### config.mk
export PLATFORM = sky130hd
export DESIGN_NAME = pmem_arbiter
export DESIGN_NICKNAME = d
export VERILOG_FILES = /design/src/rtl/pmem_arb_pkg.sv /design/src/rtl/perf_counter.sv /design/src/rtl/pmem_arbiter.sv
export SDC_FILE = /design/constraint.sdc
export NUM_CORES = 1
export LEC_CHECK = 0
export CAP_MARGIN = 25
export CORE_AREA = 4 4 572 574
export CTS_BUF_LIST = sky130_fd_sc_hd__clkbuf_8 sky130_fd_sc_hd__clkbuf_16
export DETAILED_ROUTE_END_ITERATION = 8
export DIE_AREA = 0 0 576 578
export GPL_TIMING_DRIVEN = 0
export PLACE_DENSITY = 0.34
export SLEW_MARGIN = 40
export SYNTH_ARGS = -nofsm -noshare
export SYNTH_HDL_FRONTEND = slang
export SYNTH_SLANG_ARGS = --single-unit
### constraint.sdc
create_clock -name clk -period 2.9 [get_ports clk]
set_clock_uncertainty 0.2 [all_clocks]
set_input_delay 0.58 -clock clk [delete_from_list [all_inputs] [get_ports clk]]
set_output_delay 0.58 -clock clk [all_outputs]
set_load 0.005 [all_outputs]
### src/rtl/pmem_arb_pkg.sv
// Shared types and widths for the I/D cacheline arbiter onto the physical-memory port.
// Grant encoding doubles as the round-robin history bit.
package pmem_arb_pkg;

   localparam int LINE_W = 256;
   localparam int ADDR_W = 32;

   typedef enum logic [1:0] {
      IDLE,
      SERVE_I,
      SERVE_D,
      COOLDOWN
   } arb_state_t;

   typedef enum logic {
      GRANT_I,
      GRANT_D
   } grant_t;

endpackage

### src/rtl/perf_counter.sv
// Free-running event counter: +1 on each cycle inc is high, wraps modulo 2^CNT_W.
// Cleared by synchronous rst; value is registered, visible the cycle after the event.
module perf_counter #(
   parameter int CNT_W = 32
) (
   input  logic             clk,
   input  logic             rst,
   input  logic             inc,
   output logic [CNT_W-1:0] o_count
);

   logic [CNT_W-1:0] r_count;

   always_ff @(posedge clk) begin
      if (rst) begin
         r_count <= '0;
      end else if (inc) begin
         r_count <= r_count + CNT_W'(1);
      end
   end

   assign o_count = r_count;

endmodule

### src/rtl/pmem_arbiter.sv
// Two-client (I-cache, D-cache) arbiter onto one cacheline memory port; one transaction in flight.
// Request is latched at grant, memory strobes follow the latched copy, response returns with zero added latency.
module pmem_arbiter
   import pmem_arb_pkg::*;
#(
   parameter int CNT_W = 32
) (
   input  logic              clk,
   input  logic              rst,

   input  logic              i_pmem_read,
   input  logic [ADDR_W-1:0] i_pmem_address,
   output logic [LINE_W-1:0] i_pmem_rdata,
   output logic              i_pmem_resp,

   input  logic              d_pmem_read,
   input  logic              d_pmem_write,
   input  logic [ADDR_W-1:0] d_pmem_address,
   input  logic [LINE_W-1:0] d_pmem_wdata,
   output logic [LINE_W-1:0] d_pmem_rdata,
   output logic              d_pmem_resp,

   output logic              mem_read,
   output logic              mem_write,
   output logic [ADDR_W-1:0] mem_address,
   output logic [LINE_W-1:0] mem_wdata,
   input  logic [LINE_W-1:0] mem_rdata,
   input  logic              mem_resp,

   output logic [CNT_W-1:0]  i_grant_count,
   output logic [CNT_W-1:0]  d_grant_count,
   output logic [CNT_W-1:0]  conflict_count
);

   arb_state_t        r_state;
   arb_state_t        w_state_nxt;
   grant_t            r_last_grant;
   logic              r_write;
   logic [ADDR_W-1:0] r_addr;
   logic [LINE_W-1:0] r_wdata;

   logic w_i_req;
   logic w_d_req;
   logic w_grant_i;
   logic w_grant_d;
   logic w_conflict;
   logic w_serving;
   logic w_i_done;
   logic w_d_done;

   assign w_i_req = i_pmem_read;
   assign w_d_req = d_pmem_read | d_pmem_write;

   always_ff @(posedge clk) begin
      if (rst) begin
         r_state <= IDLE;
      end else begin
         r_state <= w_state_nxt;
      end
   end

   // Ties go to whichever client was not served most recently.
   always_comb begin
      w_state_nxt = r_state;
      w_grant_i   = 1'b0;
      w_grant_d   = 1'b0;
      w_conflict  = 1'b0;
      case (r_state)
         IDLE: begin
            if (w_i_req && w_d_req) begin
               w_conflict = 1'b1;
               if (r_last_grant == GRANT_I) begin
                  w_grant_d = 1'b1;
               end else begin
                  w_grant_i = 1'b1;
               end
            end else if (w_i_req) begin
               w_grant_i = 1'b1;
            end else if (w_d_req) begin
               w_grant_d = 1'b1;
            end
            if (w_grant_i) begin
               w_state_nxt = SERVE_I;
            end else if (w_grant_d) begin
               w_state_nxt = SERVE_D;
            end
         end
         SERVE_I: begin
            if (mem_resp) w_state_nxt = COOLDOWN;
         end
         SERVE_D: begin
            if (mem_resp) w_state_nxt = COOLDOWN;
         end
         COOLDOWN: begin
            w_state_nxt = IDLE;
         end
         default: begin
            w_state_nxt = IDLE;
         end
      endcase
   end

   // A D-side read+write collision is treated as a write-back.
   always_ff @(posedge clk) begin
      if (rst) begin
         r_addr  <= '0;
         r_write <= 1'b0;
         r_wdata <= '0;
      end else if (w_grant_i) begin
         r_addr  <= i_pmem_address;
         r_write <= 1'b0;
         r_wdata <= '0;
      end else if (w_grant_d) begin
         r_addr  <= d_pmem_address;
         r_write <= d_pmem_write;
         r_wdata <= d_pmem_wdata;
      end
   end

   assign w_i_done = (r_state == SERVE_I) && mem_resp;
   assign w_d_done = (r_state == SERVE_D) && mem_resp;

   always_ff @(posedge clk) begin
      if (rst) begin
         r_last_grant <= GRANT_I;
      end else if (w_i_done) begin
         r_last_grant <= GRANT_I;
      end else if (w_d_done) begin
         r_last_grant <= GRANT_D;
      end
   end

   assign w_serving   = (r_state == SERVE_I) || (r_state == SERVE_D);
   assign mem_read    = w_serving && !r_write;
   assign mem_write   = w_serving && r_write;
   assign mem_address = r_addr;
   assign mem_wdata   = r_wdata;

   assign i_pmem_resp  = w_i_done;
   assign d_pmem_resp  = w_d_done;
   assign i_pmem_rdata = mem_rdata;
   assign d_pmem_rdata = mem_rdata;

   perf_counter #(.CNT_W(CNT_W)) u_i_grant_cnt (
      .clk     (clk),
      .rst     (rst),
      .inc     (w_i_done),
      .o_count (i_grant_count)
   );

   perf_counter #(.CNT_W(CNT_W)) u_d_grant_cnt (
      .clk     (clk),
      .rst     (rst),
      .inc     (w_d_done),
      .o_count (d_grant_count)
   );

   perf_counter #(.CNT_W(CNT_W)) u_conflict_cnt (
      .clk     (clk),
      .rst     (rst),
      .inc     (w_conflict),
      .o_count (conflict_count)
   );

endmodule

Yosys cells after proc, flatten, opt, wreduce, memory -nomap -nowiden
Index checks and enable logic that the tools add are counted.

storage, ports and cells
  output and inout bits = 900
  logic and storage cells = 49
  input port bits = 582
  register bits = 388

cells by class
  reduce and logical (&&, ||, !) cells = 13
  $add $sub $neg = 3
  bitwise gates (word level) = 1
  muxes and demuxes = 19
  eq/ne operators = 5

operators with widths
  kind                                                   number
  adder 32 x 1 -> 32 bit, second input constant          3
  2-to-1 mux 32 bit                                      2
  2-to-1 mux 1 bit                                       13
  2-to-1 mux 2 bit                                       3
  one-hot mux 2 bit (3 select lines)                     1
  OR reduction 2 bit                                     3
  logical AND 1 bit                                      5
  == test 2 bit, second input constant                   2
  inequality test 3 x 1 -> 1 bit, second input constant  1
  == test 2 x 1 -> 1 bit, second input constant          1
  zero test 2 bit                                        1
  inequality test 2 x 1 -> 1 bit, second input constant  1
  AND reduction 2 bit                                    1
  nonzero test 2 bit                                     1
  zero test 1 bit                                        1
  logical OR 1 bit                                       1
  bitwise OR 1 bit                                       1

Depth between registers and ports, before layout
  word-level depth = 8
  mapped depth = 10
  mapped depth without buffers = 6

Modules after synthesis
Synthesis repeated with hierarchy kept, for this count alone.

second synthesis, totals
  cell total of the unflattened synthesis = 2450
  area, all modules = 20031.7 sq um

modules (own cells, without submodules)
  module        cells each  seq. area each (sq um)  area an instance (sq um)  instances
  pmem_arbiter  1907        5845.6                  15339.7                   1
  perf_counter  181         640.6                   1564.0                    3

Worst setup path after synthesis
No wires, ideal clock.

  path type = input to register
  from = input port i_pmem_read
  to = register r_wdata[207], in the netlist mem_wdata[207]
  stages = 8
  path buffers = 5
  data arrival time = 2035 ps
  slack = 533 ps
  setup time = 132 ps
  data required time = 2568 ps
  cell sequence = clkbuf_1 > and3_1 > clkbuf_1 > or2_2 > clkbuf_1 > clkbuf_1 > buf_1 > a21oi_1

between the ends
  cells in the longest elaborated chain, start to end = 5
  elaborated cells between the ends (all ways) = 10
  those cells by class = 8 x mux; 2 x reduce/logical

RTL lines
  what                                                          line                                    RTL
  start, declared                                               pmem_arbiter.sv:11                      input logic i_pmem_read,
  2-to-1 mux 1 bit / logical AND 1 bit (equally long branches)  pmem_arbiter.sv:77, pmem_arbiter.sv:70
  2-to-1 mux 1 bit                                              pmem_arbiter.sv:70                      if (w_i_req && w_d_req) begin
  2-to-1 mux 1 bit (2 in a row)                                 pmem_arbiter.sv:68                      case (r_state)
  OR reduction 2 bit (no line)                                  n/a
  end signal, assigned                                          pmem_arbiter.sv:116                     r_wdata <= d_pmem_wdata;
  end, declared                                                 pmem_arbiter.sv:40                      logic [LINE_W-1:0] r_wdata;

Parallel ways exist; a longest one is shown, timed or not. The select of a mux whose other input is x is not followed.
A chain may end at the register's enable or synchronous reset.

Worst setup path after layout
  from = input port d_pmem_read
  to = register r_wdata[141], in the netlist mem_wdata[141]

between the ends
  cells in the longest elaborated chain, start to end = 6
  elaborated cells between the ends (all ways) = 11
  those cells by class = 8 x mux; 1 x bitwise; 2 x reduce/logical

RTL lines
  what                                                           line                                    RTL
  start, declared                                                pmem_arbiter.sv:16                      input logic d_pmem_read,
  bitwise OR 1 bit *                                             pmem_arbiter.sv:52                      assign w_d_req = d_pmem_read | d_pmem_write;
  2-to-1 mux 1 bit / logical AND 1 bit (equally long branches)   pmem_arbiter.sv:79, pmem_arbiter.sv:70
  2-to-1 mux 1 bit (on tied branches)                            pmem_arbiter.sv:77, pmem_arbiter.sv:70
  2-to-1 mux 1 bit (on tied branches)                            pmem_arbiter.sv:70, pmem_arbiter.sv:68
  2-to-1 mux 1 bit                                               pmem_arbiter.sv:68
  2-to-1 mux 1 bit / OR reduction 2 bit (equally long branches)  n/a

Every way passes the cells marked *; elsewhere a longest branch is shown, timed or not. The select of a mux whose other input is x is not followed.

==> results.txt <==
status: finished clean
1st-iter DRT viols: 1257
f_max: 358.1 MHz
final setup TNS: 0 ns
Layout Nets: 4186
final non-filler cell total: 7989
chip height: 578 um
RR Endpoint: u_i_grant_cnt.o_count[31]$_SDFFE_PP0P_
CTS Hold Bufs: 0
final core occ: 11.94%
H-tree Lvls: 2
Reg clk slew, reported paths: 0.06 ns
num ports: 1482
Worst Setup EP: mem_wdata[141]$_SDFFE_PP0P_
Slowest cell on crit path: clkbuf_1
R2R depth: 6
buffers added on ports: 1224
Fillers: 37238
Hold Crit Class: input port to flop
Vias/cell: 2.677
Die Area: 332900 sq um
WP buf/inv: 4
required time of the critical path: 3.37 ns
crit path kind: input port to flop
Post-Place Cell Area: 36380 sq um
CP peak stage delay: 0.64 ns
Power Dens Cells: 640.0 nW/um^2
buffer depth of the longest clock path: 3
CTS Sinks: 388
fin crit period: 2.792 ns
adder-cell share of the synthesized area: 0.4733%
Distinct cells, synth: 45
number of flops mapped to enable cells by yosys: 0
Crit. End Element: flop
final setup fails: 0
setup slack, reg-to-reg: 0.14 ns
Final Hold Fails: 0
Synth Register Bits: 388
cell family with most CP delay: buffers and inverters
Compound-Gate Fraction of Synth Area: 12.05%
crit start category: input port
via count: 21387
synth-to-layout area growth: 108.2%
vias in the first global route: 21436
synthesized area: 18510 sq um
Root Buffer Master: clkbuf_16
Post-synth ARST share: 0%
Final Max Tran Viols: 0
Final Cell Area: 38530 sq um
post-synthesis xor/xnor area fraction: 1.373%
Worst slew margin: 46.51%
placed cell count: 7867
CP Depth: 8
yosys warns: 0
total global-route track usage: 11.13%
CTS tree: built
post-route ant nets: 0
Worst Setup SP: d_pmem_read
DRT Pass-1 Iters: 5
routed len/inst: 24.53 um
ys flop type: dfxtp_1
Worst R2R Start: r_state[1]$_SDFFE_PP0P_
Worst Tran Pin Value: 0.8023 ns
Worst Path Max Fanout: 10
total gr overflow: 0
Num CTS Buffers: 57
sequential share of the synthesized area: 41.97%
Max-cap violations: 0
first-pass GRT wire length: 238600 um
largest family of logic cells by synthesized area: buffers and inverters
peak supply drop: 0.4181 mV
share of layout cells above drive strength 1: 19.43%
CORE AREA: 322700 sq um
# DRC: 0
initial antenna violation count: 88
Synth Instances: 2311
clk_lat worst skew: 0.69 ns
RSZ-0062 raised after global routing: false
Tcrit/Tclk final: 96.29%
post-synthesis simple-gate area fraction: 19.13%
largest net degree at the start of global routing: 20
Synthesized Nets: 2900
Row Count: 209
Post-Route WL: 196000 um
GPL Wtd Cong: 0.8602
post-synthesis mux area share: 1.197%
Initial Utilization: 5.735%
die width: 576 um
Static Leakage: 13.66 nW
mean post-synth cell area: 8.007 sq um
DP HPWL: 176700 um
Cell Chain, Critical Path: clkdlybuf4s50_1, or2_2, nand3_4, buf_12, clkbuf_2, clkbuf_1, nand2_1, a21oi_1
data arrival time of the worst path: 3.26 ns
cell type report:
cell class	instances	area (sq um)	share of cell area [%]
timing repair buffer	1232	12380	32.13
sequential	388	7774	20.17
multi-input combinational	1264	6429	16.68
tap	4325	5411	14.04
buffer	638	4433	11.50
clock buffer	66	1550	4.023
clock inverter	35	434.2	1.127
antenna	25	62.56	0.1623
inverter	16	60.06	0.1559
metal layers:
metal | wire length, um | track usage (%) | part of all wire (%) | up-vias
met5 | 422 | 0.5530 | 0.22 | -
met4 | 4809 | 3.011 | 2.5 | 28
met3 | 26580 | 6.419 | 14 | 190
met2 | 89790 | 18.11 | 46 | 1318
met1 | 74410 | 12.29 | 38 | 10058
li1 | - | - | - | 9793
worst register-to-register path, stage by stage (launching register included):
cell and delay (ns):
dfxtp_1 0.32, inv_1 0.11, ha_1 0.24, nand3_2 0.20
or4_4 0.62, nor4_4 0.56, mux2_2 0.40
cell usage after synthesis, types with 16 or more instances:
| cell | count | area share (%) |
|---|---|---|
| inv_1 | 16 | 0.32 |
| or4_1 | 35 | 1.4 |
| nand2_1 | 550 | 11 |
| dfxtp_1 | 388 | 42 |
| nand4_1 | 22 | 0.74 |
| a222oi_1 | 32 | 1.7 |
| buf_4 | 512 | 21 |
| nand3_1 | 31 | 0.84 |
| o31ai_1 | 31 | 1.3 |
| clkbuf_1 | 122 | 2.5 |
| a21oi_1 | 305 | 8.2 |
| xor2_1 | 16 | 0.76 |
| nor2_1 | 85 | 1.7 |
| nor2b_1 | 19 | 0.64 |
| nor3_1 | 17 | 0.46 |
| mux2_2 | 17 | 1.0 |
how the worst min path moves through the flow:
stage	end	slack, ns	cells past startpoint	start
6_report	r_write$_SDFFE_PP0P_	0.12	3	d_pmem_write
5_1_grt	r_write$_SDFFE_PP0P_	0.09	3	d_pmem_write
4_1_cts	r_write$_SDFFE_PP0P_	0.05	3	d_pmem_write
3_5_place_dp	mem_wdata[130]$_SDFFE_PP0P_	0.25	2	mem_wdata[130]$_SDFFE_PP0P_
3_3_place_gp	mem_wdata[191]$_SDFFE_PP0P_	0.25	2	mem_wdata[191]$_SDFFE_PP0P_
2_1_floorplan	r_write$_SDFFE_PP0P_	0.25	2	r_write$_SDFFE_PP0P_
kinds of logic (layout without fill, tap and decap cells):
logic type | after synthesis | in the layout
adder cells (fa/ha/maj) | 7 | 7
XOR/XNOR | 29 | 29
AND/OR/NAND/NOR | 816 | 816
buffers and inverters | 659 | 1987
other | 0 | 25
AO/OA/AOI/OAI | 392 | 392
multiplexers | 20 | 20
flip-flops | 388 | 388
sequential cells by signal, summed over array words and instances (netlist names):
register,flops
mem_wdata,256
mem_address,32
u_conflict_cnt.o_count,32
u_d_grant_cnt.o_count,32
u_i_grant_cnt.o_count,32
r_state,2
r_last_grant,1
r_write,1
metrics by stage:
step / power (mW) / worst slack, ns / hold slack, ns
2_1_floorplan: 10.32 / 0.5330 / 0.2451
3_3_place_gp: 17.48 / -4.091 / 0.2452
3_5_place_dp: 17.61 / -1.426 / 0.2486
4_1_cts: 25.50 / 0.002623 / 0.04694
5_1_grt: 26.32 / 0.0003197 / 0.09467
6_report: 24.66 / 0.1077 / 0.1249
repair_timing:
item                       in CTS  in global routing
setup endpoints to repair     294                201
pin swaps                       2                  1
resized for setup              69                 34
gates cloned                    0                  0
hold endpoints to repair        0                  0
buffers inserted                1                  0
layout by cell type (no fill, tap or decap), types with 5 or more instances in the layout:
cell	netlist	routed
clkdlybuf4s50_1	0	1194
nand2_1	550	550
buf_4	512	513
dfxtp_1	388	383
a21oi_1	305	305
nor2_1	85	85
clkbuf_1	122	68
clkbuf_16	0	57
clkbuf_2	0	38
or4_1	35	34
a222oi_1	32	32
o31ai_1	31	31
inv_1	16	27
nand3_1	31	27
dlygate4sd2_1	0	26
diode_2	0	25
nand4_1	22	22
nor2b_1	19	19
mux2_2	17	17
nor3_1	17	16
xor2_1	16	16
o21ai_0	15	15
or3_1	15	15
xnor2_1	13	13
clkbuf_8	0	12
and4_1	10	10
and3_1	9	9
bufinv_16	0	8
clkbuf_4	0	7
ha_1	7	6
buf_2	2	5
buf_1	6	5
dfxtp_2	0	5
power by group:
| group | leakage, nW | total, mW | switching (mW) | internal (mW) |
|---|---|---|---|---|
| Clock | 1.01 | 7.57 | 3.05 | 4.52 |
| Sequential | 3.17 | 7.13 | 0.821 | 6.30 |
| Combinational | 9.48 | 9.97 | 5.80 | 4.17 |
(Power assumes the default switching activity.)
